$ cat src/rtl/aes_pkg.sv
// Shared constants, state encoding and key-index helper for the column-serial
// AES round sequencer.
package aes_pkg;

    localparam int unsigned AES_DATA_W = 32;  // datapath column width
    localparam int unsigned AES_CC_W   = 2;   // beat-within-round counter width
    localparam int unsigned AES_RW     = 5;   // round counter width
    localparam int unsigned AES_KI_W   = 4;   // round-key index width

    localparam int unsigned AES_NR_128 = 10;
    localparam int unsigned AES_NR_192 = 12;
    localparam int unsigned AES_NR_256 = 14;

    typedef enum logic [1:0] {
        ST_IDLE = 2'd0,
        ST_LOAD = 2'd1,
        ST_RUN  = 2'd2,
        ST_DONE = 2'd3
    } aes_state_e;

    // Round key used by round rnd (1-based): ascending for encrypt, descending for decrypt.
    function automatic logic [AES_KI_W-1:0] key_index(input logic mode,
                                                       input int unsigned nr,
                                                       input int unsigned rnd);
        int unsigned k;
        k = rnd - 1;
        if (mode) k = nr - k;
        return AES_KI_W'(k);
    endfunction

endpackage

$ cat src/rtl/aes_round_sequencer_if.sv
// Block input handshake and output burst framing between the AES wrapper and
// the round sequencer.
//   in_valid/in_mode : wrapper -> sequencer (beat valid, 0=enc 1=dec)
//   in_ready         : sequencer -> wrapper (first beat can be accepted)
//   out_valid/out_last : sequencer -> wrapper (output burst framing)
interface aes_round_sequencer_if;

    logic in_valid;
    logic in_mode;
    logic in_ready;
    logic out_valid;
    logic out_last;

    modport master (
        output in_valid,
        output in_mode,
        input  in_ready,
        input  out_valid,
        input  out_last
    );

    modport slave (
        input  in_valid,
        input  in_mode,
        output in_ready,
        output out_valid,
        output out_last
    );

endinterface

$ cat src/rtl/aes_cycle_counter.sv
// Beat/round counter for the sequencer.
//   clr   : force round 0 / beat 0 (highest priority)
//   start : first beat accepted, next cycle is round 1 beat 1
//   en    : advance beat, round increments on the 3->0 wrap
//   count_cycle/round_num : registered counters
//   cc_nxt_c/round_nxt_c  : next-cycle values, used to register decoded strobes
//   wrap_c                : current beat is the last of the round
module aes_cycle_counter
    import aes_pkg::*;
#(
    parameter int unsigned RW = AES_RW
) (
    input  logic                clk,
    input  logic                rst_n,
    input  logic                clr,
    input  logic                start,
    input  logic                en,
    output logic [AES_CC_W-1:0] count_cycle,
    output logic [RW-1:0]       round_num,
    output logic [AES_CC_W-1:0] cc_nxt_c,
    output logic [RW-1:0]       round_nxt_c,
    output logic                wrap_c
);

    assign wrap_c = (count_cycle == '1);

    // Next-value selection
    always_comb begin
        cc_nxt_c    = count_cycle;
        round_nxt_c = round_num;
        if (clr) begin
            cc_nxt_c    = '0;
            round_nxt_c = '0;
        end else if (start) begin
            cc_nxt_c    = AES_CC_W'(1);
            round_nxt_c = RW'(1);
        end else if (en) begin
            cc_nxt_c = count_cycle + AES_CC_W'(1);
            if (wrap_c) round_nxt_c = round_num + RW'(1);
        end
    end

    // Counter registers
    always_ff @(posedge clk or negedge rst_n) begin
        if (!rst_n) begin
            count_cycle <= '0;
            round_num   <= '0;
        end else begin
            count_cycle <= cc_nxt_c;
            round_num   <= round_nxt_c;
        end
    end

endmodule

$ cat src/rtl/aes_round_sequencer.sv
// Control sequencer for the 32-bit column-serial AES datapath. Takes one block
// as four consecutive beats, steps the datapath through NR rounds, requests
// round keys and frames the 4-beat output burst.
//   clk, rst_n    : clock, async active-low reset
//   bus (slave)   : in_valid/in_mode/in_ready handshake, out_valid/out_last framing
//   abort         : synchronous return to IDLE
//   count_cycle   : beat within round (0..3)
//   round_num     : 0 idle, 1 input, 2..NR+1 compute, NR+2 output
//   idle_round/input_round/final_round/done_round/busy : round decodes
//   mode_o        : mode latched with the first beat
//   key_req/key_idx : one-cycle round-key request and its index
//   err           : one-cycle pulse on input burst underrun
module aes_round_sequencer
    import aes_pkg::*;
#(
    parameter int unsigned NR = AES_NR_128,
    parameter int unsigned RW = AES_RW
) (
    input  logic                  clk,
    input  logic                  rst_n,
    aes_round_sequencer_if.slave  bus,
    input  logic                  abort,
    output logic [AES_CC_W-1:0]   count_cycle,
    output logic [RW-1:0]         round_num,
    output logic                  idle_round,
    output logic                  input_round,
    output logic                  final_round,
    output logic                  done_round,
    output logic                  mode_o,
    output logic                  key_req,
    output logic [AES_KI_W-1:0]   key_idx,
    output logic                  busy,
    output logic                  err
);

    localparam logic [RW-1:0] R_LAST_KEY = RW'(NR);      // last round whose wrap requests a key
    localparam logic [RW-1:0] R_FINAL    = RW'(NR + 1);
    localparam logic [RW-1:0] R_DONE     = RW'(NR + 2);

    aes_state_e            state, state_nxt;
    logic                  cnt_clr, cnt_start, cnt_en;
    logic                  mode_nxt, key_req_nxt, err_nxt;
    logic [AES_KI_W-1:0]   key_idx_nxt;
    logic [AES_CC_W-1:0]   cc_nxt;
    logic [RW-1:0]         round_nxt;
    logic                  wrap;

    aes_cycle_counter #(.RW(RW)) u_cnt (
        .clk         (clk),
        .rst_n       (rst_n),
        .clr         (cnt_clr),
        .start       (cnt_start),
        .en          (cnt_en),
        .count_cycle (count_cycle),
        .round_num   (round_num),
        .cc_nxt_c    (cc_nxt),
        .round_nxt_c (round_nxt),
        .wrap_c      (wrap)
    );

    // Next state, counter control and next values of the registered pulses
    always_comb begin
        state_nxt   = state;
        cnt_clr     = 1'b0;
        cnt_start   = 1'b0;
        cnt_en      = 1'b0;
        mode_nxt    = mode_o;
        key_req_nxt = 1'b0;
        key_idx_nxt = key_idx;
        err_nxt     = 1'b0;

        if (abort) begin
            state_nxt = ST_IDLE;
            cnt_clr   = 1'b1;
        end else begin
            unique case (state)
                ST_IDLE: begin
                    if (bus.in_valid) begin
                        // accept cycle is beat 0 of round 1; its key is requested here
                        state_nxt   = ST_LOAD;
                        cnt_start   = 1'b1;
                        mode_nxt    = bus.in_mode;
                        key_req_nxt = 1'b1;
                        key_idx_nxt = key_index(bus.in_mode, NR, 1);
                    end
                end
                ST_LOAD: begin
                    if (!bus.in_valid) begin
                        state_nxt = ST_IDLE;
                        cnt_clr   = 1'b1;
                        err_nxt   = 1'b1;
                    end else begin
                        cnt_en = 1'b1;
                        if (wrap) state_nxt = ST_RUN;
                    end
                end
                ST_RUN: begin
                    cnt_en = 1'b1;
                    if (wrap && round_num == R_FINAL) state_nxt = ST_DONE;
                end
                ST_DONE: begin
                    if (wrap) begin
                        state_nxt = ST_IDLE;
                        cnt_clr   = 1'b1;
                    end else begin
                        cnt_en = 1'b1;
                    end
                end
                default: begin
                    state_nxt = ST_IDLE;
                    cnt_clr   = 1'b1;
                end
            endcase
        end

        // Key for rounds 2..NR+1 is requested as beat 0 of that round begins
        if (cnt_en && wrap && round_num <= R_LAST_KEY) begin
            key_req_nxt = 1'b1;
            key_idx_nxt = key_index(mode_o, NR, 32'(round_nxt));
        end
    end

    // State and registered outputs (strobes decoded from next counter values)
    always_ff @(posedge clk or negedge rst_n) begin
        if (!rst_n) begin
            state         <= ST_IDLE;
            mode_o        <= 1'b0;
            key_req       <= 1'b0;
            key_idx       <= '0;
            err           <= 1'b0;
            bus.in_ready  <= 1'b1;
            bus.out_valid <= 1'b0;
            bus.out_last  <= 1'b0;
            idle_round    <= 1'b1;
            input_round   <= 1'b0;
            final_round   <= 1'b0;
            done_round    <= 1'b0;
            busy          <= 1'b0;
        end else begin
            state         <= state_nxt;
            mode_o        <= mode_nxt;
            key_req       <= key_req_nxt;
            key_idx       <= key_idx_nxt;
            err           <= err_nxt;
            bus.in_ready  <= (state_nxt == ST_IDLE);
            bus.out_valid <= (round_nxt == R_DONE);
            bus.out_last  <= (round_nxt == R_DONE) && (cc_nxt == '1);
            idle_round    <= (round_nxt == '0);
            input_round   <= (round_nxt == RW'(1));
            final_round   <= (round_nxt == R_FINAL);
            done_round    <= (round_nxt == R_DONE);
            busy          <= (round_nxt != '0);
        end
    end

endmodule

$ cat src/flat_wrapper.sv
// flat-port wrapper written by rule: the top's interface ports become plain ports
module aes_round_sequencer_flat import aes_pkg::*;
#(
    parameter int unsigned NR = AES_NR_128,
    parameter int unsigned RW = AES_RW
)
  (clk, rst_n, abort, count_cycle, round_num, idle_round, input_round, final_round, done_round, mode_o, key_req, key_idx, busy, err, bus_in_valid, bus_in_mode, bus_in_ready, bus_out_valid, bus_out_last);
  aes_round_sequencer_if bus_i ();
  input  logic clk;
  input  logic rst_n;
  input  logic abort;
  output logic [AES_CC_W-1:0] count_cycle;
  output logic [RW-1:0] round_num;
  output logic idle_round;
  output logic input_round;
  output logic final_round;
  output logic done_round;
  output logic mode_o;
  output logic key_req;
  output logic [AES_KI_W-1:0] key_idx;
  output logic busy;
  output logic err;
  input wire logic [$bits(bus_i.in_valid)-1:0] bus_in_valid;
  input wire logic [$bits(bus_i.in_mode)-1:0] bus_in_mode;
  output wire logic [$bits(bus_i.in_ready)-1:0] bus_in_ready;
  output wire logic [$bits(bus_i.out_valid)-1:0] bus_out_valid;
  output wire logic [$bits(bus_i.out_last)-1:0] bus_out_last;
  assign bus_i.in_valid = bus_in_valid;
  assign bus_i.in_mode = bus_in_mode;
  assign bus_in_ready = bus_i.in_ready;
  assign bus_out_valid = bus_i.out_valid;
  assign bus_out_last = bus_i.out_last;
  aes_round_sequencer #(.NR(NR), .RW(RW)) u_core (.clk(clk), .rst_n(rst_n), .bus(bus_i), .abort(abort), .count_cycle(count_cycle), .round_num(round_num), .idle_round(idle_round), .input_round(input_round), .final_round(final_round), .done_round(done_round), .mode_o(mode_o), .key_req(key_req), .key_idx(key_idx), .busy(busy), .err(err));
endmodule
$ cat config.mk
export PLATFORM = sky130hd
export DESIGN_NAME = aes_round_sequencer_flat
export DESIGN_NICKNAME = d
export VERILOG_FILES = /design/src/rtl/aes_pkg.sv /design/src/rtl/aes_round_sequencer_if.sv /design/src/rtl/aes_cycle_counter.sv /design/src/rtl/aes_round_sequencer.sv /design/src/flat_wrapper.sv
export SDC_FILE = /design/constraint.sdc
export NUM_CORES = 1
export LEC_CHECK = 0
export BUFFER_PORTS_ARGS = -buffer_cell sky130_fd_sc_hd__buf_2
export CORE_ASPECT_RATIO = 0.7
export CORE_MARGIN = 2
export CORE_UTILIZATION = 25
export DETAILED_ROUTE_END_ITERATION = 8
export SLEW_MARGIN = 40
export SYNTH_ARGS = -nofsm -noshare
export SYNTH_HDL_FRONTEND = slang
export SYNTH_SLANG_ARGS = --single-unit
$ cat constraint.sdc
create_clock -name clk -period 3.5 [get_ports clk]
set_clock_uncertainty 0.15 [all_clocks]
set_input_delay 0.35 -clock clk [delete_from_list [all_inputs] [get_ports clk]]
set_output_delay 0.35 -clock clk [all_outputs]
set_load 0.05 [all_outputs]
# --- Word-level counts from Yosys, hierarchy flattened ---
# Index checks and enable logic that the tools add are counted.
classes:
  mux: 33
  reduce_logical: 12
  multipliers: 0
  n_shift: 0
  addsub: 4
  eq_ne: 10
  bitwise_logic: 1
  n_lt_le_gt_ge: 1
  div_mod_pow: 0
op_table:
  columns: ["op", "count"]
  rows:
  - ["4-bit two-way mux", 6]
  - ["5-bit two-way mux", 4]
  - ["2-bit two-way mux", 9]
  - ["5-bit by 4-bit == test with 1-bit output, second input constant", 3]
  - ["1-bit two-way mux", 11]
  - ["2-bit == test, second input constant", 4]
  - ["2-bit one-hot mux with 4 select lines", 1]
  - ["3-bit AND reduction", 2]
  - ["5-bit by 1-bit adder with 5-bit output, second input constant", 1]
  - ["5-bit by 1-bit == test with 1-bit output, second input constant", 1]
  - ["5-bit by 4-bit less-or-equal comparator with 1-bit output, second input constant", 1]
  - ["5-bit logical NOT", 1]
  - ["5-bit nonzero test", 1]
  - ["1-bit logical AND", 4]
  - ["2-bit logical NOT", 2]
  - ["2-bit nonzero test", 2]
  - ["4-bit by 1-bit subtractor with 4-bit output, second input constant", 1]
  - ["4-bit subtractor, first input constant", 1]
  - ["1-bit one-hot mux with 3 select lines", 1]
  - ["2-bit by 1-bit adder with 2-bit output, second input constant", 1]
  - ["2-bit by 1-bit == test with 1-bit output, second input constant", 1]
  - ["2-bit by 1-bit != test with 1-bit output, second input constant", 1]
  - ["1-bit one-hot mux with 2 select lines", 1]
  - ["1-bit inverter", 1]
word_totals:
  regBits: 23
  ram_bits: 0
  in_bits: 5
  n_memories: 0
  wordCells: 75
  latchBits: 0
  out_inout_bits: 22
  mem_bits_ro: 0

# --- Logic depth before layout (Yosys ltp) ---
depth:
  word_depth: 11
  ltp_mapped: 11

# --- Cells and area by module ---
# From an unflattened synthesis, not the netlist that was laid out.
hier_totals:
  hier_cells: 107
  hier_area_um2: 1186.1
modules_own_cells:
  columns: ["mod", "cells_each", "instances", "area_each_um2"]
  rows:
  - ["aes_round_sequencer", 75, 1, 843.3]
  - ["aes_cycle_counter", 32, 1, 342.8]

# --- Least setup slack after synthesis ---
# No wires, ideal clock.
synth_timing:
  path_kind: "register -> register"
  start: "reg u_core.u_cnt.count_cycle[0]"
  end: "reg u_core.key_idx[3]"
  t_arrival_ps: 2784
  setup_slack_ps: 436
  setup_ps: 130
  path_buffers: 0
  t_required_ps: 3220
  stages_incl_launch_ff: 11
  cell_sequence: "dfrtp_1 ha_1 nand2b_1 o32a_1 a21oi_1 inv_1 ha_1 a32o_1 or4_1 o32ai_1 nor3_1"
synth_via:
  elab_chain_cells: 11
synth_lines:
  columns: ["item", "line_no", "text"]
  rows:
  - ["start, declared", "aes_cycle_counter.sv:18", "output logic [AES_CC_W-1:0] count_cycle,"]
  - ["start signal, assigned", "aes_cycle_counter.sv:49", "count_cycle <= cc_nxt_c;"]
  - ["2-bit == test (*)", "aes_cycle_counter.sv:25", "assign wrap_c = (count_cycle == '1);"]
  - ["1-bit two-way mux", "aes_round_sequencer.sv:102", "if (wrap) begin"]
  - ["1-bit one-hot mux with 3 select lines", "aes_round_sequencer.sv:76", "unique case (state)"]
  - ["1-bit two-way mux", "aes_round_sequencer.sv:72", "if (abort) begin"]
  - ["5-bit two-way mux", "aes_cycle_counter.sv:37", "end else if (en) begin"]
  - ["5-bit two-way mux", "aes_cycle_counter.sv:34", "end else if (start) begin"]
  - ["5-bit two-way mux (*)", "aes_cycle_counter.sv:31", "if (clr) begin"]
  - ["net u_core.round_nxt[0]", "aes_round_sequencer.sv:45", "logic [RW-1:0] round_nxt;"]
  - ["4-bit by 1-bit subtractor with 4-bit output (*)", "aes_pkg.sv:26", "k = rnd - 1;"]
  - ["4-bit subtractor", "aes_pkg.sv:27", "if (mode) k = nr - k;"]
  - ["4-bit two-way mux (*)", "aes_pkg.sv:27", null]
  - ["4-bit two-way mux (*)", "aes_round_sequencer.sv:117", "if (cnt_en && wrap && round_num <= R_LAST_KEY) begin"]
  - ["end signal, assigned", "aes_round_sequencer.sv:143", "key_idx <= key_idx_nxt;"]
  - ["end, declared", "aes_round_sequencer.sv:31", "output logic [AES_KI_W-1:0] key_idx,"]
# The timed path passes the listed nets; every way through them passes the cells marked *.
# A chain may end at the register's enable or synchronous reset.

# --- Final worst setup path ---
# Same ends and word-level chain as after synthesis.

==> run_results.csv <==
group,metric,value,unit
final_layout,area_growth,17.40,%
worst_setup_path,worstSetupStartpointType,"flip-flop",
synth,synth_top_area_cell,"dfrtp_1",
floorplanning,die_x,91.67,um
synth,synthTopCellsByCount,"21 x dfrtp_1, 9 x nor2_1, 8 x nand2_1, 8 x o21ai_0, 7 x nor2b_1",
synth,netlist_area,1345,um^2
sta,setup_ws,0.3984,ns
synth,synth_top_area_share,39.07,%
power_and_ir_drop,power_frac_comb,20.2,%
clock_tree,cts_htree_levels,1,
worst_setup_path,path_max_fanout,7,
route,vias,1115,
route,avgViaCountPerCell,4.869,
synth,synth.distinct_cells,47,
synth,postSynthAreaPerCell,10.11,um^2
clock_tree,clock_latency,0.27,ns
synth,synthArstFlopShare,100.0,%
placement,dp_hpwl,2.349,mm
floorplanning,start_util,25.85,%
power_and_ir_drop,power_frac_clock,29.5,%
global_routing,antenna_found_initial,0,
worst_setup_path,cp.required,3.50,ns
route,route.detailed.wl_per_inst,13.82,um
floorplanning,num_io_pins,27,
placement,post-place-ws,0.4287,ns
outcome,status,"completed",
route,drtPass1Iterations,4,
route,drt-initial-drc-count,92,
synth,yosys_warnings,0,
sta,setup_viol,0,
power_and_ir_drop,seq_power_share,50.3,%
route,wl_met3,216,um
min_path,hold_class,"primary input to flip-flop",
sta,worstMarginPinSlew,0.6536,ns
route,wl_met2,1.158,mm
route,wl,3.164,mm
power_and_ir_drop,vdd_ir_drop_max,0.1995,mV
synth,ys.flop_type,"dfrtp_1",
route,wl_met1,1.755,mm
final_layout,nets,168,
clock_tree,clock_sinks,23,
worst_setup_path,cp-end-kind,"flip-flop",
final_layout,n_antenna_cell,0,
route,remaining_drc_errors,0,
synth,synth_edf_count,0,
placement,port_buffers,26,
synth,netlist_instances,133,
global_routing,grt_first_pass_wirelength,5.485,mm
sta,grt_setup_unrepaired,"false",
power_and_ir_drop,powerDensity,368.0,nW/um^2
final_layout,num-fill-cells,546,
sta,drv_slew,0,
route,drt.antenna.violating_nets,0,
sta,fin_setup_tns,0,ns
job,drv_cap,0,
worst_setup_path,criticalPathCategory,"flip-flop to flip-flop",
floorplanning,die_h,65.37,um
global_routing,grt_overflow,0,
synth,synth.ff_latch_count,23,
clock_tree,cts_tree,"done",
synth,synth.most_common_cell,"dfrtp_1",
sta,max-slew-margin-rel,55.18,%
clock_tree,clkTransAtPathRegs,0.08,ns
sta,post-route-period-util,88.62,%
placement,gp_congestion,0.8148,
worst_setup_path,critical_path_arrival,3.10,ns
sta,hold_viol,0,
final_layout,multi_input_area,703.2,um^2
clock_tree,cts_buffers,3,
global_routing,grt_pass1_vias,1049,
power_and_ir_drop,p_sw,185.2,uW
clock_tree,ctsRootBufferMaster,"clkbuf_8",
power_and_ir_drop,leakage,0.7173,nW
clock_tree,cts-resized-gates,0,
global_routing,grt_use_total,11.95,%
floorplanning,dieArea,5992,um^2
route,maxUsedRoutingLayer,"met4",
global_routing,grt_max_degree,24,
floorplanning,rows,22,
sta,fin_crit,3.102,ns
clock_tree,cts_buffer_depth,2,
final_layout,drive_above_1_share,23.57,%
power_and_ir_drop,internal_power,395.8,uW
floorplanning,core-area,5202,um^2
sta,fmax,322.4,MHz
power_and_ir_drop,sw_frac_of_total,31.88,%
final_layout,seq_area,578.1,um^2
synth,netlist_top_cells_area,"dfrtp_1 39%, ha_1 4.7%, dfstp_2 3.9%",
synth,syn_nets,143,
synth,seq_area_frac_synth,42.98,%
[logic make-up (layout without fill, tap and decap cells)]
group | Yosys count | after routing | synth area share, %
AND/OR/NAND/NOR | 53 | 53 | 23.07
flip-flops | 23 | 23 | 42.98
multiplexers | 6 | 6 | 4.558
AO/OA/AOI/OAI | 29 | 29 | 17.40
XOR/XNOR | 4 | 4 | 2.605
adder cells (fa/ha/maj) | 5 | 5 | 4.651
buffers and inverters | 13 | 37 | 4.744
[metrics by stage]
step	total power, mW	hold slack, ns	area (um^2)	utilization (%)	std cells
6_report	0.5810	0.1878	1579	30.35	229
5_1_grt	0.6136	0.1925	1579	30.35	229
4_1_cts	0.5846	0.1896	1579	30.35	229
3_5_place_dp	0.4145	0.2157	1524	29.29	224
3_3_place_gp	0.4141	0.2171	1524	29.29	224
2_1_floorplan	0.3833	-0.09559	1345	-	133
[critical path, cell delays in order, from the launching register on]
cell and delay [ns]:
dfrtp_1 0.42, ha_1 0.30, nand2b_1 0.17, o32a_1 0.21
a21oi_1 0.43, inv_1 0.10, ha_1 0.33, a32o_1 0.23
or4_1 0.40, o32ai_1 0.15, nor3_1 0.09
[path summary, 6_finish.rpt]
| path | from | end | slack, ns | depth (start not counted) |
|---|---|---|---|---|
| hold reg to reg | u_core.key_idx[0]$_DFFE_PN0P_ | u_core.key_idx[0]$_DFFE_PN0P_ | 0.36 | 2 |
| max in group asynchronous | rst_n | u_core.idle_round$_DFF_PN1_ | 2.40 | 2 |
| setup / recovery | u_core.u_cnt.count_cycle[0]$_DFF_PN0_ | u_core.key_idx[3]$_DFFE_PN0P_ | 0.40 | 10 |
| setup reg to reg | u_core.u_cnt.count_cycle[0]$_DFF_PN0_ | u_core.key_idx[3]$_DFFE_PN0P_ | 0.40 | 10 |
| min in group asynchronous | rst_n | u_core.done_round$_DFF_PN0_ | 0.44 | 2 |
| hold / removal | bus_in_mode | u_core.mode_o$_DFFE_PN0P_ | 0.19 | 2 |
[state kept, by name, indices dropped and copies added (netlist names)]
register                  flops
u_core.bus.out_last           1
u_core.u_cnt.round_num        5
u_core.mode_o                 1
u_core.key_idx                4
u_core.state                  2
u_core.idle_round             1
u_core.key_req                1
u_core.final_round            1
u_core.err                    1
u_core.input_round            1
u_core.bus.in_ready           1
u_core.u_cnt.count_cycle      2
u_core.done_round             1
u_core.busy                   1
[power by group through the flow]
| stage | Sequential [mW] | Clock [mW] | Combinational, mW |
|---|---|---|---|
| finish | 0.292 | 0.171 | 0.118 |
| CTS | 0.292 | 0.174 | 0.119 |
| global placement | 0.297 | 0 | 0.117 |
| global route | 0.295 | 0.191 | 0.128 |
| floorplan | 0.339 | 0 | 0.0441 |
| detailed placement | 0.297 | 0 | 0.118 |
[cell type report]
type | instances | area share, %
multi-input cells | 97 | 44.53
repair buffers | 27 | 8.875
clock buffers | 4 | 2.853
well taps | 72 | 5.705
inverters | 6 | 1.426
flip-flops and latches | 23 | 36.61
[layer usage]
layer  global-route usage [%]  up-vias
met3                    4.243        6
li1                         -      540
met1                    18.27      533
met4                    3.598        0
met2                    15.26       36
met5                        0        -
[cell usage in the layout, fill, tap and decap left out, types with 2 or more instances in the layout]
cell       n
o211ai_1   2
ha_1       5
o21ai_0    8
dfrtp_1   21
nand3b_1   2
nand2b_1   5
mux2i_1    5
nand3_1    4
nand2_1    8
xnor2_1    3
clkbuf_8   3
a32o_1     2
nor4_1     2
a21oi_1    4
and3_1     2
nand4_1    3
nor2b_1    7
nor2_1     9
buf_2     26
dfstp_2    2
nor3_1     3
inv_1      6
[repair_timing]
item                                   4_1_cts  5_1_grt
hold buffers                                 1        0
endpoints found under the hold margin       21        0
setup buffers                                0        0
(Power assumes the default switching activity.)
